[config.mk]
export PLATFORM = sky130hd
export DESIGN_NAME = alu_multicycle
export DESIGN_NICKNAME = d
export VERILOG_FILES = /design/src/rtl/alu_multicycle.sv
export SDC_FILE = /design/constraint.sdc
export NUM_CORES = 1
export LEC_CHECK = 0
export CAP_MARGIN = 20
export CORE_ASPECT_RATIO = 1.25
export CORE_MARGIN = 2
export CORE_UTILIZATION = 63
export CTS_CLUSTER_DIAMETER = 30
export DETAILED_ROUTE_END_ITERATION = 6
export PLACE_DENSITY = 0.83
export SYNTH_ARGS = -nofsm -noshare
export SYNTH_HDL_FRONTEND = slang
export SYNTH_SLANG_ARGS = --single-unit
[constraint.sdc]
create_clock -name clk -period 4.9 [get_ports clk]
set_clock_uncertainty 0.05 [all_clocks]
set_input_delay 0.49 -clock clk [delete_from_list [all_inputs] [get_ports clk]]
set_output_delay 0.49 -clock clk [all_outputs]
set_load 0.01 [all_outputs]
[src/rtl/alu_multicycle.sv]
// alu_multicycle: execute-stage ALU with single-cycle ops plus iterative
// unsigned multiply/divide behind valid/ready handshakes on both sides.
module alu_multicycle #(
    parameter int DATA_WIDTH = 32
) (
    input  logic                  clk,
    input  logic                  rst_n,
    input  logic                  in_valid,
    output logic                  in_ready,
    input  logic [DATA_WIDTH-1:0] ALUop1,
    input  logic [DATA_WIDTH-1:0] ALUop2,
    input  logic [4:0]            ALUctrl,
    output logic                  out_valid,
    input  logic                  out_ready,
    output logic [DATA_WIDTH-1:0] ALUout,
    output logic                  EQ
);
    localparam int W  = DATA_WIDTH;
    localparam int SW = $clog2(W);
    localparam int CW = SW + 1;

    typedef enum logic [1:0] {IDLE, BUSY, DONE} state_t;

    state_t           r_state, w_next;
    logic [W-1:0]     r_opnd, r_out, w_simple, w_dsub;
    logic [2*W-1:0]   r_acc, w_acc_next;
    logic [CW-1:0]    r_cnt;
    logic             r_div, r_lo, r_eq, r_eq_pend;
    logic [W:0]       w_madd, w_shl;
    logic [SW-1:0]    w_shamt;
    logic             w_accept, w_long, w_div_in, w_last, w_eq, w_ge;

    assign in_ready  = (r_state == IDLE);
    assign out_valid = (r_state == DONE);
    assign ALUout    = r_out;
    assign EQ        = r_eq;

    assign w_accept = in_valid & in_ready;
    assign w_long   = (ALUctrl >= 5'd11) && (ALUctrl <= 5'd14);
    assign w_div_in = (ALUctrl >= 5'd13);
    assign w_eq     = (ALUop1 == ALUop2);
    assign w_shamt  = ALUop2[SW-1:0];
    assign w_last   = (r_cnt == CW'(W - 1));

    always_comb begin
        w_simple = '0;
        case (ALUctrl)
            5'd0:    w_simple = ALUop1 + ALUop2;
            5'd1:    w_simple = ALUop1 - ALUop2;
            5'd2:    w_simple = ALUop1 & ALUop2;
            5'd3:    w_simple = ALUop1 | ALUop2;
            5'd5:    w_simple = ALUop1 ^ ALUop2;
            5'd6:    w_simple = ALUop1 << w_shamt;
            5'd7:    w_simple = ALUop1 >> w_shamt;
            5'd8:    w_simple = $signed(ALUop1) >>> w_shamt;
            5'd9:    w_simple = {{(W-1){1'b0}}, $signed(ALUop1) < $signed(ALUop2)};
            5'd10:   w_simple = {{(W-1){1'b0}}, ALUop1 < ALUop2};
            default: w_simple = '0;
        endcase
    end

    // r_acc: multiply = {partial product, remaining multiplier}; divide = {remainder, quotient/dividend}
    assign w_madd     = {1'b0, r_acc[2*W-1:W]} + {1'b0, r_acc[0] ? r_opnd : {W{1'b0}}};
    assign w_shl      = {r_acc[2*W-1:W], r_acc[W-1]};
    assign w_ge       = (w_shl >= {1'b0, r_opnd});
    assign w_dsub     = w_shl[W-1:0] - r_opnd;
    assign w_acc_next = r_div ? {w_ge ? w_dsub : w_shl[W-1:0], r_acc[W-2:0], w_ge}
                              : {w_madd, r_acc[W-1:1]};

    always_comb begin
        w_next = r_state;
        case (r_state)
            IDLE:    w_next = w_accept ? (w_long ? BUSY : DONE) : IDLE;
            BUSY:    w_next = w_last ? DONE : BUSY;
            DONE:    w_next = out_ready ? IDLE : DONE;
            default: w_next = IDLE;
        endcase
    end

    always_ff @(posedge clk or negedge rst_n) begin
        if (!rst_n) r_state <= IDLE;
        else        r_state <= w_next;
    end

    always_ff @(posedge clk or negedge rst_n) begin
        if (!rst_n) begin
            r_opnd    <= '0;
            r_acc     <= '0;
            r_cnt     <= '0;
            r_div     <= 1'b0;
            r_lo      <= 1'b0;
            r_eq_pend <= 1'b0;
            r_out     <= '0;
            r_eq      <= 1'b0;
        end else if (w_accept) begin
            r_opnd    <= w_div_in ? ALUop2 : ALUop1;
            r_acc     <= {{W{1'b0}}, w_div_in ? ALUop1 : ALUop2};
            r_cnt     <= '0;
            r_div     <= w_div_in;
            r_lo      <= ALUctrl[0];
            r_eq_pend <= w_eq;
            if (!w_long) begin
                r_out <= w_simple;
                r_eq  <= w_eq;
            end
        end else if (r_state == BUSY) begin
            r_acc <= w_acc_next;
            r_cnt <= r_cnt + CW'(1);
            if (w_last) begin
                r_out <= r_lo ? w_acc_next[W-1:0] : w_acc_next[2*W-1:W];
                r_eq  <= r_eq_pend;
            end
        end
    end
endmodule

Word level (Yosys, flattened, before mapping)
Cells that the tools add are included.
- bits in registers: 140
- input bits: 73
- output and inout bits: 35
- logic and storage cells: 71
- add/subtract/negate cells: 5
- order comparisons: 6
- eq/ne operators: 14
- shift operators: 3
- multiplexer cells: 24
- bitwise gates (word level): 4
- reductions and logical operators: 6
- operators with widths (kind ; count):
    32-bit case mux with 10 select lines ; 1
    32-bit 2-to-1 mux ; 9
    64-bit 2-to-1 mux ; 3
    32-bit less-than comparator ; 2
    32-bit subtractor ; 2
    32-bit by 32-bit adder with 33-bit output ; 1
    33-bit by 32-bit >= comparator with 1-bit output ; 1
    32-bit adder ; 1
    32-bit bitwise AND ; 1
    32-bit equality test ; 1
    32-bit bitwise OR ; 1
    32-bit by 5-bit << shifter with 32-bit output ; 1
    32-bit by 5-bit >> shifter with 32-bit output ; 1
    32-bit by 5-bit >>> shifter with 32-bit output ; 1
    32-bit bitwise XOR ; 1
    5-bit by 3-bit equality test with 1-bit output (second input constant) ; 3
    5-bit by 4-bit equality test with 1-bit output (second input constant) ; 3
    6-bit 2-to-1 mux ; 2
    5-bit by 2-bit equality test with 1-bit output (second input constant) ; 2
    5-bit by 4-bit >= comparator with 1-bit output (second input constant) ; 2
    2-bit 2-to-1 mux ; 4
    6-bit by 1-bit adder with 6-bit output (second input constant) ; 1
    6-bit by 5-bit equality test with 1-bit output (second input constant) ; 1
    2-bit case mux with 3 select lines ; 1
    12 further kinds ; 16

Logic depth before layout (Yosys ltp)
- depth in word-level cells: 7
- depth in mapped cells: 16
- mapped depth without buffers: 14

Least setup slack after synthesis
Ideal clock, no wire load.
- path kind: input to register
- from: input port ALUop2[2]
- to: register r_out[26] (netlist: ALUout[26])
- arrival: 4.437 ns
- data required time: 4.726 ns
- slack: 0.289 ns
- stages: 16
- buffers on the path: 4
- path through: clkbuf_1 inv_1 buf_1 clkbuf_1 buf_1 ha_1 nand2b_1 a221oi_1 o21ai_1 o21a_1 a41oi_1 a311oi_1 o41ai_1 o31a_1 a31oi_1 a211o_1
- word-level cells in the longest chain between the ends: 4
- elaborated cells between the ends (all ways): 8
- those cells by class: add/sub (2); shift (3); mux (3)
- ends and longest elaborated chain (what ; RTL line ; RTL):
    start: declaration ; 11 ; input logic [DATA_WIDTH-1:0] ALUop2,
    32-bit subtractor (tied with other cells) ; 49 ; 5'd1: w_simple = ALUop1 - ALUop2;
    32-bit case mux with 10 select lines * ; 47 ; case (ALUctrl)
    32-bit 2-to-1 mux * ; 102 ; if (!w_long) begin
    32-bit 2-to-1 mux * ; 95 ; end else if (w_accept) begin
    end signal: assignment ; 103 ; r_out <= w_simple;
    end signal: assignment ; 110 ; r_out <= r_lo ? w_acc_next[W-1:0] : w_acc_next[2*W-1:W];
    end: declaration ; 25 ; logic [W-1:0] r_opnd, r_out, w_simple, w_dsub;
Mark *: on every way between the ends. The rest lies on a longest branch, timed or not. The select of a mux whose other input is x is not followed.
A chain may end at the register's enable or synchronous reset.

Worst setup path after layout
- from: register r_acc[0]
- to: register r_out[31] (netlist: ALUout[31])
- word-level cells in the longest chain between the ends: 7
- ends and longest elaborated chain (what ; RTL line ; RTL):
    start: declaration ; 26 ; logic [2*W-1:0] r_acc, w_acc_next;
    start signal: assignment ; 97 ; r_acc <= {{W{1'b0}}, w_div_in ? ALUop1 : ALUop2};
    start signal: assignment ; 107 ; r_acc <= w_acc_next;
    32-bit 2-to-1 mux ; 63 ; assign w_madd = {1'b0, r_acc[2*W-1:W]} + {1'b0, r_acc[0] ? r_opnd : {W{1'b0}}};
    32-bit by 32-bit adder with 33-bit output ; 63 ;
    64-bit 2-to-1 mux ; 67 ; assign w_acc_next = r_div ? {w_ge ? w_dsub : w_shl[W-1:0], r_acc[W-2:0], w_ge}
    32-bit 2-to-1 mux ; 110 ;
    32-bit 2-to-1 mux ; 109 ; if (w_last) begin
    32-bit 2-to-1 mux ; 106 ; end else if (r_state == BUSY) begin
    32-bit 2-to-1 mux ; 95 ;
Every way passes these cells. The select of a mux whose other input is x is not followed.

==> summary.md <==
| Metric | Value |
|---|---|
| Hold_buf cts | 0 |
| Final Hold Viols | 0 |
| Critical path class | flop to flop |
| First-pass GRT wire length | 128000 um |
| Leak | approximately 10 nW |
| Area share of the largest cell type after synthesis | 17.7% |
| Largest family of logic cells by synthesized area | compound AO/OA/AOI/OAI gates |
| Gr ovfl total | 0 |
| Pins Over Slew Limit | 0 |
| Max clock buf depth | 2 |
| Die Span Y | 202 um |
| Footprint of the multi-input gates | 15000 um2 |
| Clock share of power | 13.6% |
| Cell Area, Synth | 19700 um2 |
| M1 GR Usage | 60.7% |
| Worst EP arrival | 4.81 ns |
| Aggregate global-route resource usage | 50.9% |
| Distinct cells, synth | 84 |
| Most used DFF post-synth | dfrtp_1 |
| Worst-skew pair later-pin latency | 0.45 ns |
| Final period util | 93.0% |
| Met2 Use GR | between 80 and 90% |
| Routed len/inst | 27.3 um |
| Clock period minus final worst setup slack | 4.56 ns |
| R2R setup slack | 0.34 ns |
| FFs w/ async S/R, synth | 100% |
| R2R depth | 13 |
| Fillers | 2411 |
| Seq pwr share | 22.7% |
| Antenna violations before repair | 1 |
| Dpl cells | 3095 |
| First-iteration detailed-routing DRC count | around 3100 |
| CP endpoint kind | flop |
| Post-Synth Adder-Cell Area | 10.9% |
| Critical path peak fanout | 21 |
| Synth Area in Compound Gates | approximately 28% |
| CTS tree | done |
| Fmax | 219 MHz |
| Synth warn | 0 |
| TritonCTS Buffers | 17 |
| I/O pins | around 110 |
| Vias in the first global route | 21800 |
| Layout cells sized above 1 | 7.86% |
| Max-cap violations | 0 |
| Post-synthesis simple-gate area fraction | about a fifth |
| Top post-synthesis cells by count | nand2_1, nor2_1, a21oi_1 |
| P_sw | 5.05 mW |
| Non-Filler Instances | 3129 |
| # clock sinks | 140 |
| Setup WS pre-CTS | between 0.2 and 0.3 ns |
| Net Count, Synth | a little under 3000 |
| Largest net degree at the start of global routing | 97 |
| Layout Nets | 2950 |
| # DRC | 0 |
| Most frequent cell after synthesis | nand2_1 |
| Post-CTS setup buffer count | 0 |
| Post_cts resized | 0 |
| Sequential fraction of the synthesis area | between 10% and 20% |
| Clock Pin Slew Worst Setup and Hold Paths | 0.07 ns |
| Worst slew pin tran | 1.21 ns |
| Vias | 23000 |
| Relative slew slack | around 17% |
| Hold Crit Class | input port to async pin |
| Crit start category | flop |
| Register area | ~3500 um2 |
| End of the worst register-to-register path | ALUout[31] |
| Core Rows | 72 |
| Worst Path Required | just over 5 ns |
| Drt pass-1 iters | 7 |
| Die Wd | 162 um |
| Cell taking the most area after synthesis | dfrtp_1 |
| Largest cells by area after synthesis | dfrtp_1, ha_1, mux2i_1 |
| Met3 usage | 10.4% |
| Initial Util | 63.9% |
| Vias per cell | 7.34 |
| Die footprint | between 30000 and 40000 um2 |
| Final worst setup slack | around 0.34 ns |
| Post-DP HPWL | 64100 um |
| H-tree Lvls | 4 |
| Mapped Cells | 2673 |
| Reg2Reg Launch Point | r_acc[0] |
| Internal | 4.63 mW |
| Total Neg Setup Slack | 0 ns |
| RSZ-0062 raised after global routing | no |
| Logic pwr share | 63.7% |
| XOR/XNOR share of the synthesized area | 2.88% |
| Synthesized flop and latch total | 140 |
| Peak VDD IR | 0.386 mV |
| Clk root buf | clkbuf_16 |
| Input/output buffers | 107 |
| Remaining antenna violation count after routing | 0 |
| Sw Ratio | 52.2% |
| Placer's final routability congestion estimate | 1.07 |
| Status | finished, final reports clean |
| Synthesized area per cell | 7.39 um2 |
| PD cells | approximately 440 nW/um2 |
| Drt total wl | 85500 um |
| Core Area | 30900 um2 |
| Multiplexer share of the synthesized area | between 10% and 20% |
| Synth-to-layout area growth | 11.5% |
| Final setup fails | 0 |
| GRT Max-Usage Layer | met2 |
| Post-synth EDFFs | 0 |
-- worst max path at each step --
stage	start	to	slack [ns]	cells after the start
floorplan	ALUop2[2]	ALUout[26]	0.29	16
global placement	ALUop1[3]	ALUout[27]	0.39	13
detailed placement	ALUop1[0]	ALUout[24]	0.27	16
CTS	r_acc[0]	ALUout[31]	0.61	13
global route	r_acc[0]	ALUout[31]	0.11	13
finish	r_acc[0]	ALUout[31]	0.34	13
-- cell usage in the layout (no fill, tap or decap), types with 23 or more instances in the layout --
cell             Yosys  final
nand2_1            302    301
inv_1              150    148
clkdlybuf4s50_1      0    102
ha_1               165    165
mux2i_1            194    194
and2_1              45     45
a221oi_1            30     30
o221ai_1            47     47
dfrtp_1            140    139
o211ai_1            42     42
xnor2_1             36     36
a21oi_1            204    204
nor3_1              52     51
o21ai_1             32     31
mux4_2              23     23
a21o_1              43     43
buf_4                1    101
a211oi_1            36     36
o21ai_0            180    180
a31oi_1             35     34
o31ai_1             23     23
nand3_1             78     78
xor2_1              29     29
nor2_1             241    239
-- power groups by stage --
| stage | clock network (mW) | registers, mW | logic, mW |
|---|---|---|---|
| floorplan | 0 | 1.93 | 4.07 |
| global placement | 0 | 2.11 | 5.57 |
| detailed placement | 0 | 2.14 | 5.78 |
| CTS | 1.30 | 2.13 | 5.90 |
| global route | 1.34 | 2.21 | 6.53 |
| finish | 1.31 | 2.20 | 6.17 |
-- critical path, stage by stage (launching register included) --
cell	delay, ns
dfrtp_1	0.61
buf_4	0.33
and2_1	0.17
ha_1	0.32
nand4_1	0.29
o221ai_1	0.25
a221oi_1	0.43
or2_2	0.20
o211a_1	0.17
o31a_1	0.20
nor2_1	0.06
a2111oi_0	0.93
o32a_1	0.30
o22ai_1	0.08
-- cell families after synthesis --
logic type,after synthesis
mux,239
flops,140
simple gates,854
fa+ha+maj,169
xor+xnor,65
compound gates,858
buf+inv,348
-- stage by stage --
| step | area (um2) | hold WS, ns | total power, mW | util (%) |
|---|---|---|---|---|
| global route | 22000 | 0.174 | 10.1 | 71.2 |
| detailed placement | 21400 | 0.416 | 7.92 | 69.3 |
| floorplan | 19700 | 0.144 | 6.00 | - |
| CTS | 22000 | 0.128 | 9.33 | 71.2 |
| global placement | 21400 | 0.409 | 7.68 | 69.3 |
| finish | 22000 | 0.0863 | 9.68 | 71.2 |
-- per-layer routing --
metal,share of wire [%],up-vias,wire length [um]
li1,-,9876,-
met4,9.1,2,7820
met1,35,10700,29900
met5,0.020,-,17
met3,11,487,9740
met2,44,1894,38000
-- flip-flops by register name, summed over array words and instances (netlist names) --
signal / count
EQ: 1
r_eq_pend: 1
r_div: 1
r_lo: 1
r_opnd: 32
r_cnt: 6
r_state: 2
r_acc: 64
ALUout: 32
-- layout make-up --
type | count | share of cell area [%]
Sequential cell | 140 | 15.9
Clock buffer | 19 | 2.06
Tap cell | 407 | 2.31
Antenna cell | 1 | 0.0114
Clock inverter | 13 | 0.597
Timing Repair Buffer | 211 | 8.50
Inverter | 153 | 2.61
Multi-Input combinational cell | 2185 | 68.0
No activity file was read; power rests on OpenSTA's default activity.
